$ cat src/rtl/inst_fetch.sv
`timescale 1ns/1ps
// Small circular FIFO with synchronous flush; the head entry is read combinationally.
// Latency: a pushed entry is visible at the head on the cycle after the push.
// Backpressure: a push is taken when not full, or when a pop happens in the same cycle.
module fetch_fifo #(
    parameter int WIDTH = 32,
    parameter int DEPTH = 2
) (
    input  logic                   clk,
    input  logic                   reset,
    input  logic                   flush,
    input  logic                   push_vld,
    input  logic [WIDTH-1:0]       push_dat,
    input  logic                   pop_rdy,
    output logic [WIDTH-1:0]       head_dat,
    output logic [$clog2(DEPTH):0] count,
    output logic                   empty,
    output logic                   full
);
    localparam int AW = $clog2(DEPTH);

    logic [WIDTH-1:0] mem [DEPTH];
    logic [AW-1:0]    wr_ptr;
    logic [AW-1:0]    rd_ptr;
    logic             do_push;
    logic             do_pop;

    assign empty    = (count == '0);
    assign full     = (count == (AW+1)'(DEPTH));
    assign do_pop   = pop_rdy && !empty;
    assign do_push  = push_vld && (!full || do_pop);
    assign head_dat = mem[rd_ptr];

    always_ff @(posedge clk or negedge reset) begin
        if (!reset) begin
            wr_ptr <= '0;
            rd_ptr <= '0;
            count  <= '0;
        end else if (flush) begin
            wr_ptr <= '0;
            rd_ptr <= '0;
            count  <= '0;
        end else begin
            if (do_push) wr_ptr <= wr_ptr + 1'b1;
            if (do_pop)  rd_ptr <= rd_ptr + 1'b1;
            count <= count + (AW+1)'(do_push) - (AW+1)'(do_pop);
        end
    end

    always_ff @(posedge clk) begin
        if (do_push && !flush) mem[wr_ptr] <= push_dat;
    end
endmodule

// Instruction fetch: owns the PC, issues in-order imem reads, buffers words for decode.
// Latency: rvalid to inst_valid is 1 cycle; redirect empties the output on the next cycle.
// Backpressure: requests stop once buffered plus live outstanding words reach DEPTH.
module inst_fetch #(
    parameter logic [31:0] RESET_PC = 32'h0000_0000,
    parameter int          DEPTH    = 2
) (
    input  logic        clk,
    input  logic        reset,
    output logic        imem_req,
    output logic [31:0] imem_addr,
    input  logic        imem_gnt,
    input  logic        imem_rvalid,
    input  logic [31:0] imem_rdata,
    input  logic        redirect,
    input  logic [31:0] redirect_target,
    output logic        inst_valid,
    input  logic        inst_ready,
    output logic [31:0] inst,
    output logic [31:0] inst_pc
);
    localparam int FW = $clog2(DEPTH) + 1;
    // Owed responses can reach 2*DEPTH: DEPTH being discarded plus DEPTH live.
    localparam int CW = $clog2(DEPTH) + 2;

    typedef enum logic [1:0] {IDLE = 2'd0, RUN = 2'd1, FLUSH = 2'd2} state_t;

    typedef struct packed {
        logic [31:0] pc;
        logic [31:0] word;
    } fetch_ent_t;

    state_t        state;
    logic [31:0]   pc;
    logic [CW-1:0] out_cnt;
    logic [CW-1:0] disc_cnt;
    logic [CW-1:0] out_cnt_nxt;
    logic [CW-1:0] disc_cnt_nxt;
    logic [CW-1:0] live_cnt;
    logic          grant;
    logic          drop_owed;
    logic          keep;

    fetch_ent_t    ifq_push_dat;
    fetch_ent_t    ifq_head;
    logic [FW-1:0] ifq_count;
    logic          ifq_empty;
    logic          ifq_full;
    logic [31:0]   pcq_head;
    logic [FW-1:0] pcq_count;
    logic          pcq_empty;
    logic          pcq_full;
    logic          unused_sig;

    assign live_cnt  = out_cnt - disc_cnt;
    assign imem_req  = (state != IDLE) && !redirect &&
                       ((CW'(ifq_count) + live_cnt) < CW'(DEPTH));
    assign imem_addr = pc;
    assign grant     = imem_req && imem_gnt;

    // Stale words are always older than live ones, so they drain first.
    assign drop_owed = imem_rvalid && (disc_cnt != '0);
    assign keep      = imem_rvalid && !drop_owed && !redirect;

    assign out_cnt_nxt  = out_cnt + CW'(grant) - CW'(imem_rvalid);
    assign disc_cnt_nxt = redirect ? out_cnt_nxt : (disc_cnt - CW'(drop_owed));

    always_ff @(posedge clk or negedge reset) begin
        if (!reset) begin
            state    <= IDLE;
            pc       <= RESET_PC;
            out_cnt  <= '0;
            disc_cnt <= '0;
        end else begin
            out_cnt  <= out_cnt_nxt;
            disc_cnt <= disc_cnt_nxt;
            if (redirect)   pc <= {redirect_target[31:2], 2'b00};
            else if (grant) pc <= pc + 32'd4;
            case (state)
                IDLE: state <= RUN;
                RUN, FLUSH: begin
                    if (redirect)
                        state <= (out_cnt_nxt != '0) ? FLUSH : RUN;
                    else if (state == FLUSH && disc_cnt_nxt == '0)
                        state <= RUN;
                end
                default: state <= IDLE;
            endcase
        end
    end

    fetch_fifo #(.WIDTH(32), .DEPTH(DEPTH)) u_pcq (
        .clk      (clk),
        .reset    (reset),
        .flush    (redirect),
        .push_vld (grant),
        .push_dat (pc),
        .pop_rdy  (keep),
        .head_dat (pcq_head),
        .count    (pcq_count),
        .empty    (pcq_empty),
        .full     (pcq_full)
    );

    assign ifq_push_dat = {pcq_head, imem_rdata};

    fetch_fifo #(.WIDTH(64), .DEPTH(DEPTH)) u_ifq (
        .clk      (clk),
        .reset    (reset),
        .flush    (redirect),
        .push_vld (keep),
        .push_dat (ifq_push_dat),
        .pop_rdy  (inst_valid && inst_ready),
        .head_dat (ifq_head),
        .count    (ifq_count),
        .empty    (ifq_empty),
        .full     (ifq_full)
    );

    assign inst_valid = !ifq_empty;
    assign inst       = inst_valid ? ifq_head.word : 32'h0;
    assign inst_pc    = inst_valid ? ifq_head.pc   : 32'h0;

    assign unused_sig = ^{redirect_target[1:0], ifq_full, pcq_count, pcq_empty, pcq_full};
endmodule

$ cat config.mk
export PLATFORM = sky130hd
export DESIGN_NAME = inst_fetch
export DESIGN_NICKNAME = d
export VERILOG_FILES = /design/src/rtl/inst_fetch.sv
export SDC_FILE = /design/constraint.sdc
export NUM_CORES = 1
export LEC_CHECK = 0
export BUFFER_PORTS_ARGS = -buffer_cell sky130_fd_sc_hd__buf_4
export CORE_MARGIN = 5
export CORE_UTILIZATION = 56
export DETAILED_ROUTE_END_ITERATION = 12
export PLACE_DENSITY = 0.8
export SLEW_MARGIN = 20
export SYNTH_ARGS = -nofsm -noshare
export SYNTH_HDL_FRONTEND = slang
export SYNTH_SLANG_ARGS = --single-unit
$ cat constraint.sdc
create_clock -name clk -period 4.72 [get_ports clk]
set_input_delay 0.708 -clock clk [delete_from_list [all_inputs] [get_ports clk]]
set_output_delay 0.708 -clock clk [all_outputs]
set_load 0.1 [all_outputs]
==> metrics <==
run status completed; crit-path max FO 6; Post-Route Utilization 0.695; Largest delay share family, worst path adder cells; number of flip-flops and latches in the synthesized netlist 230; fraction of the yosys area taken by sequential cells 0.688; hold-fix buffers at CTS 0; final cell count without fillers 1070; power per unit of standard cell area 734 nW/um^2; WHS about 0.22 ns; Starting DRT DRC Count 402; leftover overflow at the end of global routing 0; worst max-slew margin expressed relative to the limit 0.250; actual transition at the worst max-transition pin between 1 and 1.5 ns; CP Cell Sequence inv_1, fa_1, fa_1, nor4bb_1, buf_4, nand2_2, ha_1, inv_1, ha_1, inv_1, fa_1, mux2i_1, nand2b_1, o311ai_1, nand2b_1, o22ai_1; number of placed I/O pins ~170; summed instance area of the synthesized netlist 9710 um^2; worst setup path class register to register; crit-path max cell delay 0.61 ns; CP Data Required Time 5.14 ns; Worst-path clk slew 0.06 ns; Num Clock Sinks 230; total routed wirelength 20.1 mm; largest area contributor in the netlist edfxtp_1; clock latency on the worst-skew pair 0.50 ns; Max-cap violations 0; CTS-repair resized insts 0; area growth from synthesis to layout 23.0%; initial core utilization 0.565; post-DR wirelength/cell 18.8 um; Leakage Power 4.53 nW; cell count after synthesis 663; number of buffers and inverters on the critical path 4; worst endpoint data arrival time 4.69 ns; Chip Width 142 um; skew final 0.0102 ns; sum of internal, switching and leakage power around 8.8 mW; Main synth FF type edfxtp_1; CTS H-tree depth 1; VDD IR max 0.641 mV; net count of the finished layout 915; number of routed nets with antenna violations 0; worst min-delay path category input pin to async pin; endpoint class of the critical path register; source of the worst register-to-register timing path u_ifq.count[1]; minimum clock period after layout 4.27 ns; total vias in the final route 5947; die height roughly 140 um; number of detailed-routing iterations run before antenna repair 5; Post-CTS Repair Setup Buffers 0; synthesis warning total 0; layout cells sized above 1 0.299; synth unique cells 61; number of synthesized flops with an enable pin 184; final setup violating endpoints 0; Fmax 234 MHz; Critical R2R Capture state[0]; DIE AREA 20100 um^2; slowest CP cell fa_1; top cells by area, synth edfxtp_1, dfrtp_1, mux2i_1; DRC violation count after routing 0; n_diodes 0; portion of synthesized cell area occupied by the leading cell type 0.569; kind of start point of the critical path register; largest net degree at the start of global routing 64; vias in the first global route 6100; CP startpoint u_ifq.count[1]; maximum count of clock buffers along a single path 3; count of buffers from port buffering 161; Setup TNS 0 ns; most frequent cells in the layout edfxtp_1, buf_4, nor2_1; core area 17200 um^2; most common cell after layout, fill and taps aside edfxtp_1; number of antenna violations at the first check in global routing 0; flop-to-flop setup slack 0.45 ns; half-perimeter wire length of the detailed placement result between 10 and 15 mm; number of cells in the design after placement 1029; row count 48; vias per inst 5.56; CTS tree built; share of flip-flops with an asynchronous set or reset 0.200; Final Max Slew Viols 0; post-synthesis average cell area about 15 um^2; setup repair after global routing missed its margin false; wire length of the first global-routing pass 32.2 mm; r2r worst-path depth 16; final hold violations 0; fin crit share 0.905; total CTS buffers 23; weighted congestion reported at the end of routability-driven placement between 0.8 and 0.9; cell at the root of the clock tree clkbuf_16; total track usage 0.202
how the worst max path moves through the flow:
stage | end | slack, ns | cells past startpoint
2_1_floorplan | u_ifq.mem[0][0] | 0.07 | 5
3_3_place_gp | state[0] | 0.69 | 16
3_5_place_dp | state[0] | 0.49 | 16
4_1_cts | state[0] | 0.44 | 16
5_1_grt | state[0] | 0.18 | 16
6_report | state[0] | 0.45 | 16
kinds of logic after synthesis:
family	count (synthesis)	synth area share
buffers and inverters	57	0.0251
AND/OR/NAND/NOR	188	0.100
adder cells (fa/ha/maj)	16	0.0229
multiplexers	98	0.105
flip-flops	230	0.688
XOR/XNOR	25	0.0253
AO/OA/AOI/OAI	48	0.0333
other	1	0.000386
metrics by stage:
step	cell area, um^2	setup slack, ns
after global routing	11900	0.181
after floorplan	9730	0.0696
after global placement	11200	0.686
final	11900	0.448
after detailed placement	11200	0.487
after CTS	11900	0.437
registers in the layout (all words and copies together) (netlist names), 2 cells and up:
register	flops
u_ifq.mem	124
u_pcq.mem	60
imem_addr	30
disc_cnt	3
out_cnt	3
state	2
u_ifq.count	2
u_pcq.count	2
final cells by class:
| type | instances | area (um^2) |
|---|---|---|
| multi-input combinational | 379 | 2840 |
| tap | 225 | 282 |
| clock inverter | 13 | 168 |
| inverter | 23 | 86.3 |
| clock buffer | 28 | 594 |
| sequential | 230 | 6680 |
| fill | 1177 | 5240 |
| timing repair buffer | 172 | 1290 |
cell usage after synthesis (all sizes together) (2+ instances only):
library cell,n
edfxtp,184
nor2,76
mux2i,66
dfrtp,46
nand2,35
mux2,32
inv,22
buf,19
o21ai,17
clkbuf,15
nand3,15
nand4,14
xor2,14
ha,13
xnor2,11
and3,10
nor2b,6
o211ai,6
or3,6
a31oi,4
nand2b,4
a211o,3
a21oi,3
a311oi,3
fa,3
nor3,3
nor4,3
nor4bb,3
a221o,2
and2,2
and4,2
and4b,2
nor4b,2
o311ai,2
o31ai,2
where the power goes:
part / switching [mW] / total (mW) / internal [mW]
Combinational: 3.16 / 4.22 / 1.06
Sequential: 0.258 / 2.71 / 2.46
Clock: 0.706 / 1.82 / 1.11
Total: 4.12 / 8.76 / 4.63
layer usage:
layer,wire (um),track usage,up-vias
met5,0,0,-
met4,399,0.0566,0
met3,1470,0.0394,38
met2,9660,0.330,251
met1,8600,0.279,2888
li1,-,-,2770
Power figures use the tool's default switching activity.
